[src/rtl/alarm_pkg.sv]
// alarm_pkg
// Shared definitions for the alarm controller slice: the 2-bit FSM state
// enumeration, default moduli for the alarm minute/hour registers, the
// seconds-counter width and a small modular increment helper.
package alarm_pkg;

    localparam int MIN_N_DEF = 60;
    localparam int HRS_N_DEF = 24;
    localparam int CNT_W     = 16;

    typedef enum logic [1:0] {
        ST_IDLE    = 2'd0,
        ST_ARMED   = 2'd1,
        ST_RINGING = 2'd2,
        ST_SNOOZE  = 2'd3
    } alarm_state_t;

    // Advance a 7-bit time field by one, wrapping to zero at modulus n.
    // Any out-of-range value also wraps to zero so the register recovers.
    function automatic logic [6:0] wrapInc(input logic [6:0] v, input int n);
        if (int'(v) >= n - 1) begin
            return 7'd0;
        end
        return v + 7'd1;
    endfunction

endpackage

[src/rtl/alarm_ctrl_sec_dcount.sv]
// sec_dcount
// Loadable seconds down-counter used as the snooze timer. A load takes
// priority over counting; each enabled cycle (one per second tick)
// decrements the count, which holds at zero rather than wrapping.
//
// Ports
//   i_clk      system clock, all updates on the rising edge
//   i_rst      synchronous active-high reset, clears the count
//   i_load     load i_load_val into the counter
//   i_load_val value to load
//   i_en       decrement enable (seconds tick)
//   o_zero     count is zero
//   o_one      count is one (the next enabled tick reaches zero)
module sec_dcount
    import alarm_pkg::*;
#(
    parameter int W = CNT_W
) (
    input  logic         i_clk,
    input  logic         i_rst,
    input  logic         i_load,
    input  logic [W-1:0] i_load_val,
    input  logic         i_en,
    output logic         o_zero,
    output logic         o_one
);

    logic [W-1:0] r_count;

    always_ff @(posedge i_clk) begin
        if (i_rst) begin
            r_count <= '0;
        end else if (i_load) begin
            r_count <= i_load_val;
        end else if (i_en && (r_count != '0)) begin
            r_count <= r_count - W'(1);
        end
    end

    assign o_zero = (r_count == '0);
    assign o_one  = (r_count == W'(1));

endmodule

[src/rtl/alarm_ctrl.sv]
// alarm_ctrl
// Alarm clock controller: stores the alarm time, compares it with the
// running time of day and sequences IDLE / ARMED / RINGING / SNOOZE.
// The ring timeout counter and FSM live here; the snooze timer is the
// sec_dcount sub-module.
//
// Ports
//   i_clk, i_rst          clock and synchronous active-high reset
//   i_sec_tick            one-cycle pulse per time-of-day second
//   i_t_sec/min/hrs       current time of day
//   i_set_min, i_set_hrs  pulses advancing the alarm minute / hour
//   i_alarm_on            level, alarm armed while high
//   i_snooze, i_stop      user pulses
//   o_a_min, o_a_hrs      stored alarm time
//   o_buzz                high while ringing
//   o_state               current FSM state encoding
module alarm_ctrl
    import alarm_pkg::*;
#(
    parameter int MIN_N      = MIN_N_DEF,
    parameter int HRS_N      = HRS_N_DEF,
    parameter int SNOOZE_SEC = 300,
    parameter int RING_SEC   = 60
) (
    input  logic       i_clk,
    input  logic       i_rst,
    input  logic       i_sec_tick,
    input  logic [6:0] i_t_sec,
    input  logic [6:0] i_t_min,
    input  logic [6:0] i_t_hrs,
    input  logic       i_set_min,
    input  logic       i_set_hrs,
    input  logic       i_alarm_on,
    input  logic       i_snooze,
    input  logic       i_stop,
    output logic [6:0] o_a_min,
    output logic [6:0] o_a_hrs,
    output logic       o_buzz,
    output logic [1:0] o_state
);

    localparam logic [CNT_W-1:0] RING_LIMIT = CNT_W'(RING_SEC);
    localparam logic [CNT_W-1:0] SNZ_LOAD   = CNT_W'(SNOOZE_SEC);

    alarm_state_t     r_state;
    alarm_state_t     w_state_next;
    logic [6:0]       r_a_min;
    logic [6:0]       r_a_hrs;
    logic [CNT_W-1:0] r_ring_cnt;
    logic             w_match;
    logic             w_ring_timeout;
    logic             w_ring_count;
    logic             w_ring_enter;
    logic             w_snz_load;
    logic             w_snz_en;
    logic             w_snz_zero;
    logic             w_snz_one;

    // Alarm time registers; edits are accepted in every state and the
    // minute never carries into the hour.
    always_ff @(posedge i_clk) begin
        if (i_rst) begin
            r_a_min <= 7'd0;
            r_a_hrs <= 7'd0;
        end else begin
            if (i_set_min) begin
                r_a_min <= wrapInc(r_a_min, MIN_N);
            end
            if (i_set_hrs) begin
                r_a_hrs <= wrapInc(r_a_hrs, HRS_N);
            end
        end
    end

    // A match only exists on the tick that lands on second zero of the
    // alarm minute, so it happens once per minute at most.
    assign w_match = i_sec_tick && (i_t_sec == 7'd0) &&
                     (i_t_min == r_a_min) && (i_t_hrs == r_a_hrs);

    // Ring counting only happens in RINGING when no higher-priority input
    // (alarm off, stop, snooze) is taking the FSM elsewhere.
    assign w_ring_count   = (r_state == ST_RINGING) && i_alarm_on &&
                            !i_stop && !i_snooze && i_sec_tick;
    assign w_ring_timeout = w_ring_count && (r_ring_cnt >= RING_LIMIT - CNT_W'(1));
    assign w_ring_enter   = (w_state_next == ST_RINGING) && (r_state != ST_RINGING);

    assign w_snz_load = (r_state == ST_RINGING) && i_alarm_on && !i_stop && i_snooze;
    assign w_snz_en   = (r_state == ST_SNOOZE) && i_sec_tick;

    sec_dcount #(
        .W (CNT_W)
    ) u_snooze_timer (
        .i_clk      (i_clk),
        .i_rst      (i_rst),
        .i_load     (w_snz_load),
        .i_load_val (SNZ_LOAD),
        .i_en       (w_snz_en),
        .o_zero     (w_snz_zero),
        .o_one      (w_snz_one)
    );

    // Ring second counter: cleared on every entry to RINGING, then counts
    // ticks up to RING_SEC and holds there.
    always_ff @(posedge i_clk) begin
        if (i_rst) begin
            r_ring_cnt <= '0;
        end else if (w_ring_enter) begin
            r_ring_cnt <= '0;
        end else if (w_ring_count && (r_ring_cnt < RING_LIMIT)) begin
            r_ring_cnt <= r_ring_cnt + CNT_W'(1);
        end
    end

    // State register.
    always_ff @(posedge i_clk) begin
        if (i_rst) begin
            r_state <= ST_IDLE;
        end else begin
            r_state <= w_state_next;
        end
    end

    // Next-state logic. Dropping alarm_on overrides everything, applied
    // last so it wins; within RINGING/SNOOZE stop beats snooze beats the
    // timers. The snooze expiry also fires from a zero count so the FSM
    // can never stall in SNOOZE.
    always_comb begin
        w_state_next = r_state;
        case (r_state)
            ST_IDLE: begin
                if (i_alarm_on) begin
                    w_state_next = ST_ARMED;
                end
            end
            ST_ARMED: begin
                if (w_match) begin
                    w_state_next = ST_RINGING;
                end
            end
            ST_RINGING: begin
                if (i_stop) begin
                    w_state_next = ST_ARMED;
                end else if (i_snooze) begin
                    w_state_next = ST_SNOOZE;
                end else if (w_ring_timeout) begin
                    w_state_next = ST_ARMED;
                end
            end
            ST_SNOOZE: begin
                if (i_stop) begin
                    w_state_next = ST_ARMED;
                end else if (i_sec_tick && (w_snz_one || w_snz_zero)) begin
                    w_state_next = ST_RINGING;
                end
            end
            default: begin
                w_state_next = ST_IDLE;
            end
        endcase
        if (!i_alarm_on) begin
            w_state_next = ST_IDLE;
        end
    end

    assign o_a_min = r_a_min;
    assign o_a_hrs = r_a_hrs;
    assign o_buzz  = (r_state == ST_RINGING);
    assign o_state = r_state;

endmodule

[config.mk]
export PLATFORM = sky130hd
export DESIGN_NAME = alarm_ctrl
export DESIGN_NICKNAME = d
export VERILOG_FILES = /design/src/rtl/alarm_pkg.sv /design/src/rtl/alarm_ctrl_sec_dcount.sv /design/src/rtl/alarm_ctrl.sv
export SDC_FILE = /design/constraint.sdc
export NUM_CORES = 1
export LEC_CHECK = 0
export ABC_AREA = 1
export BUFFER_PORTS_ARGS = -buffer_cell sky130_fd_sc_hd__clkbuf_2
export CORE_MARGIN = 1
export CORE_UTILIZATION = 50
export DETAILED_ROUTE_END_ITERATION = 7
export GPL_TIMING_DRIVEN = 0
export PLACE_DENSITY = 0.81
export SLEW_MARGIN = 0
export SYNTH_ARGS = -nofsm -noshare
export SYNTH_HDL_FRONTEND = slang
export SYNTH_SLANG_ARGS = --single-unit
[constraint.sdc]
create_clock -name i_clk -period 3.45 [get_ports i_clk]
set_input_delay 0.5175 -clock i_clk [delete_from_list [all_inputs] [get_ports i_clk]]
set_output_delay 0.5175 -clock i_clk [all_outputs]
set_load 0.03 [all_outputs]
# Word-level counts from Yosys, hierarchy flattened
# Cells that the tools add are included.
dict set report word_totals {
  reg_bits 48
  in_bits 29
  output_inout_bits 17
  word_cells 66
}
dict set report op_classes {
  mux 20
  reduce_logical 24
  add_sub_neg 4
  n_eq_ne 8
  magnitude_cmp 4
}
# op count
set ops {}
lappend ops {{$mux W7} 4}
lappend ops {{$mux W9} 2}
lappend ops {{$add A16 B1 Y16 const B} 1}
lappend ops {{$eq A16 B1 Y1 const B} 1}
lappend ops {{$ge A16 B6 Y1 const B} 1}
lappend ops {{$logic_not A16 Y1} 1}
lappend ops {{$lt A16 B6 Y1 const B} 1}
lappend ops {{$reduce_bool A16 Y1} 1}
lappend ops {{$sub A16 B1 Y16 const B} 1}
lappend ops {{$add A7 B1 Y7 const B} 2}
lappend ops {{$eq A7 B7 Y1} 2}
lappend ops {{$logic_and A1 B1 Y1} 14}
lappend ops {{$mux W2} 7}
lappend ops {{$pmux W2 S4} 1}
lappend ops {{$ge A7 B5 Y1 const B} 1}
lappend ops {{$ge A7 B6 Y1 const B} 1}
lappend ops {{$logic_not A7 Y1} 1}
lappend ops {{$eq A2 B2 Y1 const B} 3}
lappend ops {{$mux W1} 6}
lappend ops {{$reduce_or A2 Y1} 2}
lappend ops {{$eq A2 B1 Y1 const B} 1}
lappend ops {{$logic_not A1 Y1} 2}
lappend ops {{$logic_not A2 Y1} 1}
lappend ops {{$ne A2 B2 Y1 const B} 1}
lappend ops {{2 further kinds} 2}

# Longest topological paths before layout
# Gate-level depths: netlist of run 1.
dict set report logic_depth {
  ltp_word 14
  mapped_depth 12
  ltp_nobuf 12
}

# By module
# A second synthesis of run 1 with hierarchy kept.
dict set report unflattened {
  hier_cells 485
  hier_area_um2 2979.1
}
# module seq_area_each_um2 cells_per_inst instances area_per_inst_um2
set by_module_without_submodules {}
lappend by_module_without_submodules {alarm_ctrl 640.6 284 1 1784.2}
lappend by_module_without_submodules {sec_dcount 320.3 201 1 1194.9}

# Worst setup path after synthesis of run 1
# OpenSTA, ideal clock, no wires.
dict set report synth_path {
  path_kind {flip-flop to flip-flop}
  from {reg r_state[1] (netlist: o_state[1])}
  to {reg r_ring_cnt[10]}
  arrival_time_ps 1771
  path_slack_ps 1613
  n_path_buf 1
  period_less_slack_ps 1837
  stages_incl_launch_ff 12
  setup_time_ps 66
  required_time_ps 3384
  cell_sequence {dfxtp_1 -> inv_2 -> nor2_4 -> nand3_2 -> nor3_4 -> nand2_1 -> nand2_1 -> nand2_1 -> nand3_2 -> nand2_4 -> buf_6 -> a21oi_2}
}
dict set report synth_via {
  elab_chain_cells 14
  word_cells_on_any_way 22
  classes_between {5 x eq/ne; 8 x mux; 9 x reduce/logical}
}
# element line_no
set synth_lines {}
lappend synth_lines {{start: declaration} alarm_ctrl.sv:45} ;# alarm_state_t r_state;
lappend synth_lines {{start signal: assignment} alarm_ctrl.sv:119} ;# r_state <= w_state_next;
lappend synth_lines {{$eq A2 B2 Y1 *} -}
lappend synth_lines {{net o_buzz} alarm_ctrl.sv:38} ;# output logic o_buzz,
lappend synth_lines {{$logic_and A1 B1 Y1 (2 in series)} alarm_ctrl.sv:82} ;# assign w_ring_count = (r_state == ST_RINGING) && i_alarm_on &&
lappend synth_lines {{$logic_and A1 B1 Y1 (2 in series)} alarm_ctrl.sv:83} ;# !i_stop && !i_snooze && i_sec_tick;
lappend synth_lines {{$logic_and A1 B1 Y1} alarm_ctrl.sv:84} ;# assign w_ring_timeout = w_ring_count && (r_ring_cnt >= RING_LIMIT - CNT_W'(1));
lappend synth_lines {{$mux W2} alarm_ctrl.sv:145} ;# end else if (w_ring_timeout) begin
lappend synth_lines {{$mux W2} alarm_ctrl.sv:143} ;# end else if (i_snooze) begin
lappend synth_lines {{$mux W2} alarm_ctrl.sv:141} ;# if (i_stop) begin
lappend synth_lines {{$pmux W2 S4} alarm_ctrl.sv:129} ;# case (r_state)
lappend synth_lines {{$mux W2} alarm_ctrl.sv:160} ;# if (!i_alarm_on) begin
lappend synth_lines {{$eq A2 B2 Y1} alarm_ctrl.sv:85} ;# assign w_ring_enter = (w_state_next == ST_RINGING) && (r_state != ST_RINGING);
lappend synth_lines {{$logic_and A1 B1 Y1} alarm_ctrl.sv:85}
lappend synth_lines {{$reduce_or A2 Y1 (no line)} -}
lappend synth_lines {{end signal: assignment} alarm_ctrl.sv:110} ;# r_ring_cnt <= r_ring_cnt + CNT_W'(1);
lappend synth_lines {{end: declaration} alarm_ctrl.sv:49} ;# logic [CNT_W-1:0] r_ring_cnt;
# Mark *: on every way through the listed nets, which the timed path passes. The rest lies on a longest branch.
# A chain may end at the register's enable or synchronous reset.

# Worst setup path after layout of run 1
dict set report layout_path {
  from {reg u_snooze_timer.r_count[0]}
  to {reg u_snooze_timer.r_count[3]}
}
dict set report layout_via {
  elab_chain_cells 3
  word_cells_on_any_way 6
  classes_between {1 x add/sub; 2 x mux; 3 x reduce/logical}
}
# element line_no
set layout_lines {}
lappend layout_lines {{start: declaration} alarm_ctrl_sec_dcount.sv:28} ;# logic [W-1:0] r_count;
lappend layout_lines {{start signal: assignment} alarm_ctrl_sec_dcount.sv:34} ;# r_count <= i_load_val;
lappend layout_lines {{start signal: assignment} alarm_ctrl_sec_dcount.sv:36} ;# r_count <= r_count - W'(1);
lappend layout_lines {{$sub A16 B1 Y16 or $reduce_bool A16 Y1 (tied branches)} {alarm_ctrl_sec_dcount.sv:36, alarm_ctrl_sec_dcount.sv:35}}
lappend layout_lines {{$mux W9 or $logic_and A1 B1 Y1 (tied branches)} alarm_ctrl_sec_dcount.sv:35} ;# end else if (i_en && (r_count != '0)) begin
lappend layout_lines {{$mux W9 or $reduce_bool A2 Y1 (tied branches)} -}
# Parallel ways exist; a longest one is shown, timed or not. The select of a mux whose other input is x is not followed.

==> results.md, run 1 <==
* Io pins at 46
* Kind of end point of the critical path: register
* Per-cell routed wire length at 10.5 µm
* Number of detailed-route iterations in the first pass at 6
* Max Transition Viols Final at 0
* Worst-margin pin slew at 551 ps
* GP Congestion at 0.869
* Number of unique standard cell types used by synthesis at 29
* Largest net degree at the start of global routing at 15
* Power Density at 330 mW/mm²
* Core Area at 0.00547 mm²
* Post-layout net count at 529
* Area of the die at 0.00596 mm²
* Global-route wire length before repair at 10000 µm
* Number of endpoints with negative hold slack in the final report at 0
* DRC violation count after routing at 0
* Setup violators final at 0
* Final clock skew at 13.3 ps
* Initial antenna violation count at 0
* Row count at 27
* Total nets after synthesis at 478
* IR drop worst, VDD at 0.216 mV
* Least setup slack across all paths after layout at 1670 ps
* Vias per cell at 4.76
* Layout overhead on the synthesized area at 14.8%
* Max-slew headroom at 62.9%
* Detailed Route Iter0 Violations at 131
* TritonCTS Buffers at 5
* Number of global-route vias before repair at 2320
* GRT overflow at 0
* Layout cells sized above 1 at 15.6%
* Crit Path Category: register to register
* Total Routing Usage GR at 20.8%
* Total number of H-tree levels at 2
* Synth Register Bits at 48
* Register area share after synthesis at 34.0%
* Fin util at 59.3%
* Antenna Diode Count at 0
* WHS Path Cells at 2
* Critical path required time at 3680 ps
* Max-capacitance violation count at 0
* Async S/R FF share, synth at 0%
* Insertion delay to the later sink of the worst-skew pair at 300 ps
* Mean Syn Cell Area at 6.38 µm²
* Via count at 2700
* Number of buffers added for setup after CTS at 0
* Maximum fanout count along the critical path at 10
* Number of buffers between clock root and the deepest sink at 2
* Type of the tightest min-delay check: register to register
* FF-to-FF setup slack at 1670 ps
* Port Buffer Count at 44
* Leading cell types by total area after synthesis: dfxtp_1, nand2_1, nor2_1, inv_1, xor2_1
* Fraction of the cycle the final worst path needs at 51.5%
* Top_reg_cell synth: dfxtp_1
* Initial core utilization at 51.6%
* Die Ht at 77.2 µm
* Number of nets with antenna violations after detailed routing at 0
* Clock tree from TritonCTS: done
* Warnings, synthesis at 0
* Worst hold slack after final layout at 439 ps
* Quantity of hold-fixing buffers added after cts at 0
* Top-area cell type share of the netlist area at 34.0%
* Time the final worst path needs with I/O delays and setup at 1780 ps
* WL final at 5980 µm
* Data arrival time of the worst path at 2010 ps
* Result of the run: completed
* Upper clock frequency limit at 0.563 GHz
* Buffer type at the clock tree root: clkbuf_8
* Sinks on the clock net at 48
* Worst setup SP type: register
* Synth area leader: dfxtp_1
* RSZ-0062 raised after global routing: false
* Worst slack at placement at 1610 ps
* HPWL Detailed at 4680 µm
* Die X at 77.2 µm
* Setup TNS at 0 ps
* Resized cells post-CTS at 0
* Cell area after technology mapping at 0.00283 mm²
* R2r worst-path depth at 10
* EDFF count, synth at 0
* Synthesized instance count at 443
* Clock slew at reported path FFs at 90 ps
* Static leakage at 1.58 nW
==> Yosys cell counts, types with 6 or more instances <==
cell     count
a21oi_1     22
a21oi_2     10
dfxtp_1     48
ha_1         6
inv_1       71
nand2_1    132
nand3_1      8
nor2_1      73
nor3_1      15
o21ai_0      9
xor2_1      15
==> state kept, by name (all words and copies together), names as in the netlist <==
register,cells
o_a_min,7
r_ring_cnt,16
o_state,2
u_snooze_timer.r_count,16
o_a_hrs,7
==> metrics by stage <==
stage	instances	area (µm²)	power, mW
global route	567	3240	1.11
detailed placement	559	3140	0.685
global placement	559	3140	0.683
CTS	567	3240	1.08
floorplan	443	2830	0.645
finish	567	3240	1.07
==> final cells by class <==
| type | count | area (µm²) |
|---|---|---|
| plain buffers | 5 | 36.3 |
| clock buffers | 6 | 72.6 |
| flip-flops and latches | 48 | 961 |
| multi-input cells | 317 | 1560 |
| repair buffers | 44 | 220 |
| fillers | 552 | 2230 |
| clock inverters | 2 | 35.0 |
| inverters | 73 | 274 |
| well taps | 72 | 90.1 |
==> report_power, final <==
| group | switching (mW) | internal (mW) | leakage (nW) | total [mW] |
|---|---|---|---|---|
| clock | 0.182 | 0.215 | 0.0552 | 0.397 |
| combinational | 0.0691 | 0.0371 | 1.14 | 0.106 |
| sequential | 0.00757 | 0.559 | 0.388 | 0.566 |
==> final timing paths <==
kind | startpoint | to
setup reg to reg | u_snooze_timer.r_count[0] | u_snooze_timer.r_count[3]
hold / removal | r_ring_cnt[13] | r_ring_cnt[13]
setup / recovery | u_snooze_timer.r_count[0] | u_snooze_timer.r_count[3]
hold reg to reg | r_ring_cnt[13] | r_ring_cnt[13]
==> layout by cell type (no fill, tap or decap), drive strengths merged <==
master,instances
nand2,134
nor2,76
inv,72
clkbuf,51
dfxtp,48
a21oi,32
nor3,16
xor2,15
nand3,13
o21ai,9
ha,6
a31oi,5
buf,4
a211oi,3
nor4,2
nand4,2
clkinv,2
or2,1
xnor2,1
o211ai,1
nand3b,1
bufinv,1
==> cell families (layout without fill, tap and decap cells) <==
logic type / count (synthesis) / after routing / share of synthesized area [%]
DFF: 48 / 48 / 34.0
AOI/OAI and AO/OA: 50 / 50 / 10.8
buffers and inverters: 78 / 130 / 11.0
and+or+nand+nor: 245 / 245 / 36.7
xor gates and xnor gates: 16 / 16 / 4.96
adders and majority gates: 6 / 6 / 2.66
==> layer usage <==
metal  vias up  share of wire [%]  global-route usage [%]
li1       1473                  -                       -
met3         6                4.3                    4.17
met2        41                 46                    33.6
met1      1180                 48                    27.4
met5         -                  0                       0
met4         0                1.4                    7.36
==> worst max-delay path: stages (launching register included) <==
cell	delay [ps]
dfxtp_1	430
inv_1	150
ha_1	220
inv_1	70
nor3_1	50
nand2_1	60
nand3_2	120
inv_1	120
buf_2	230
nand4_1	110
a31oi_1	150
Power figures use the tool's default switching activity.
==> inputs of run 2 (changes only) <==
- ABC_AREA: 1 -> 0
- CORE_UTILIZATION: 50 -> 49
- PLACE_DENSITY: 0.81 -> 0.84
- clock period: 3.45 -> 1.5 ns (I/O delays scaled with it)
==> run 2 against run 1 <==
The run now ends with setup timing left. Fmax down 2.3%. Via count decreased by 23%. Flip-flop and latch count unchanged. Non-clock buffer count increased by 23. Power is 110% higher. Worst setup slack lost 2000 ps. Sequential power grew 130%.
==> results.md, run 2 <==
* Result of the run: finished with violations
* Violations in the final reports: setup timing
* GRT overflow at 0 (unchanged)
* Row count at 24 (-11%)
* Power Density at 696 mW/mm² (+110%)
* Least setup slack across all paths after layout at -319 ps (-1990 ps)
* Maximum fanout count along the critical path at 4 (-6)
* Number of detailed-route iterations in the first pass at 6 (unchanged)
* Top_reg_cell synth: dfxtp_1
* Clock slew at reported path FFs at 80 ps (about the same)
* Core Area at 0.00444 mm² (-19%)
* Post-layout net count at 363 (-31%)
* TritonCTS Buffers at 5 (unchanged)
* Fillcell total at 323 (-41%)
* Insertion delay to the later sink of the worst-skew pair at 300 ps (about the same)
* Top cells by instance count after synthesis: dfxtp_1, nor2_1, xnor2_1
* Summed area of non-filler cells in the final layout at 0.00320 mm² (-1.2%)
* Initial antenna violation count at 0 (unchanged)
* Worst setup SP type: register
* Register area share after synthesis at 41.4% (+7.4 points)
* Upper clock frequency limit at 0.550 GHz (-2.3%)
* Io pins at 46 (unchanged)
* WL final at 5590 µm (-6.5%)
* Total Routing Usage GR at 21.8% (+1.0 points)
* Total nets after synthesis at 289 (-40%)
* Per-cell routed wire length at 14.7 µm (+39%)
* Worst slack at placement at -349 ps (-1960 ps)
* Launch instance of the worst register-to-register path: u_snooze_timer.r_count[1]
* Sinks on the clock net at 48 (unchanged)
* Final clock skew at 9.15 ps (-4.18 ps)
* Vias per cell at 5.44 (+14%)
* Fraction of the cycle the final worst path needs at 121% (+70 points)
* Data arrival time of the worst path at 2020 ps (about the same)
* Time the final worst path needs with I/O delays and setup at 1820 ps (+42.4 ps)
* Synthesized instance count at 254 (-43%)
* Async S/R FF share, synth at 0% (unchanged)
* Setup violators final at 30 (+30)
* Static leakage at 1.30 nW (-18%)
* Hold_sp: i_alarm_on
* Largest registers ranked by flip-flop count: r_ring_cnt (16), u_snooze_timer.r_count (16)
* Most frequent cells in the layout: clkbuf_2, nor2_1, dfxtp_2, xnor2_1, xor2_1
* RSZ-0062 raised after global routing: true
* Cell area after technology mapping at 0.00232 mm² (-18%)
* EDFF count, synth at 0 (unchanged)
* GP Congestion at 0.792 (-8.9%)
* Die Ht at 70.9 µm (-8.2%)
* Global-route wire length before repair at 8640 µm (-14%)
* Die X at 70.9 µm (-8.2%)
* Number of endpoints with negative hold slack in the final report at 0 (unchanged)
* Total number of H-tree levels at 2 (unchanged)
* Kind of end point of the critical path: register
* Number of unique standard cell types used by synthesis at 39 (+34%)
* Detailed Route Iter0 Violations at 121 (-7.6%)
* Largest net degree at the start of global routing at 14 (-1)
* Number of nets with antenna violations after detailed routing at 0 (unchanged)
* Mean Syn Cell Area at 9.15 µm² (+43%)
* Fin util at 72.1% (+13 points)
* Max-capacitance violation count at 0 (unchanged)
* Synth area leader: dfxtp_1
* Critical path required time at 1700 ps (-1980 ps)
* Via count at 2074 (-23%)
* CP startpoint: u_snooze_timer.r_count[1]
* Number of global-route vias before repair at 1992 (-14%)
* Top-area cell type share of the netlist area at 41.4% (+7.4 points)
* Warnings, synthesis at 0 (unchanged)
* DP Area at 0.00271 mm² (-13%)
* Most common library cell in the layout ignoring fill and taps: clkbuf_2
* Leading cell types by total area after synthesis: dfxtp_1, xnor2_1, xor2_1, nor2_1, and2_1
* Initial core utilization at 52.3% (+0.63 points)
* Worst hold slack after final layout at 274 ps (-165 ps)
* Max-slew headroom at 64.1% (+1.2 points)
* Type of the tightest min-delay check: input pin to register
* Worst-margin pin slew at 539 ps (-11.8 ps)
* Clock tree from TritonCTS: done
* HPWL Detailed at 3350 µm (-28%)
* Max Transition Viols Final at 0 (unchanged)
* Layout overhead on the synthesized area at 37.9%
* Buffer type at the clock tree root: clkbuf_8
* Crit Path Category: register to register
* Antenna Diode Count at 0 (unchanged)
* Most common cell in the netlist: dfxtp_1
* Area of the die at 0.00502 mm² (-16%)
* Layout cells sized above 1 at 44.1% (+29 points)
* IR drop worst, VDD at 0.428 mV (+98%)
* Port Buffer Count at 43 (-2.3%)
* Power Total at 2.23 mW (+110%)
* DRC violation count after routing at 0 (unchanged)
* Synth Register Bits at 48 (unchanged)
* Number of buffers between clock root and the deepest sink at 2 (unchanged)
* Quantity of hold-fixing buffers added after cts at 0 (unchanged)
==> run 2: cell types whose count changed in the layout (fill, tap and decap cells not counted), moves of 14 or more <==
cell	before	now
dfxtp_2	0	25
a21oi_1	22	7
buf_4	0	18
nand2_1	132	14
nor2_1	73	36
nor3_1	15	1
inv_1	71	2
dfxtp_1	48	15
xnor2_1	1	24
==> run 2: cell families (layout without fill, tap and decap cells) <==
logic type      after synthesis  count (layout)  share of synthesized area, %
fa+ha+maj                     6               6                          3.23
mux                           3               3                          1.29
simple gates                121             121                          28.1
compound gates               23              23                          7.32
buf+inv                       9              84                          2.10
xor+xnor                     44              44                          16.6
flops                        48              48                          41.4
==> run 2: final cells by class <==
type	instances	area [µm²]	share of cell area, %
multi-input cells	197	1570	48.9
plain buffers	4	23.8	0.742
clock buffers	7	76.3	2.38
well taps	52	65.1	2.03
clock inverters	1	3.75	0.117
repair buffers	68	429	13.4
inverters	4	17.5	0.547
flip-flops and latches	48	1020	31.9
==> run 2: worst paths after layout <==
path	end	slack, ps	cells past startpoint
max	u_snooze_timer.r_count[9]	-320	7
min	o_state[0]	270	3
max reg2reg	u_snooze_timer.r_count[9]	-320	7
min reg2reg	r_ring_cnt[15]	470	1
==> run 2: what timing repair did <==
action / CTS / global route
pin swaps: 14 / 18
gates cloned: 0 / 1
buffers inserted: 15 / 9
setup endpoints to repair: 40 / 47
gates resized for setup: 25 / 29
==> run 2: report_power, final <==
group / leakage [nW] / switching [mW] / internal, mW
Clock: 0.0399 / 0.402 / 0.325
Sequential: 0.406 / 0.0307 / 1.28
Combinational: 0.858 / 0.106 / 0.0899
Total: 1.30 / 0.539 / 1.69
==> run 2: layer usage <==
metal,GRT usage (%),vias up,part of all wire (%)
li1,-,1025,-
met1,26.2,963,44
met2,38.0,75,50
met3,4.42,11,4.4
met4,9.33,0,1.9
met5,0,-,0
==> run 2: metrics by stage <==
stage                     cells  TNS (ps)
after floorplan             254     -1270
after global placement      349     -6410
after detailed placement    349     -7500
after CTS                   371     -6110
after global routing        381     -9750
final                       381     -6630
==> run 2: critical path, stage by stage, from the launching register on <==
cell and delay, ps:
dfxtp_2 380, inv_4 60, ha_4 160, and3_4 180, a211o_4 370, or3b_4 380
xor2_1 130, nor2_1 50
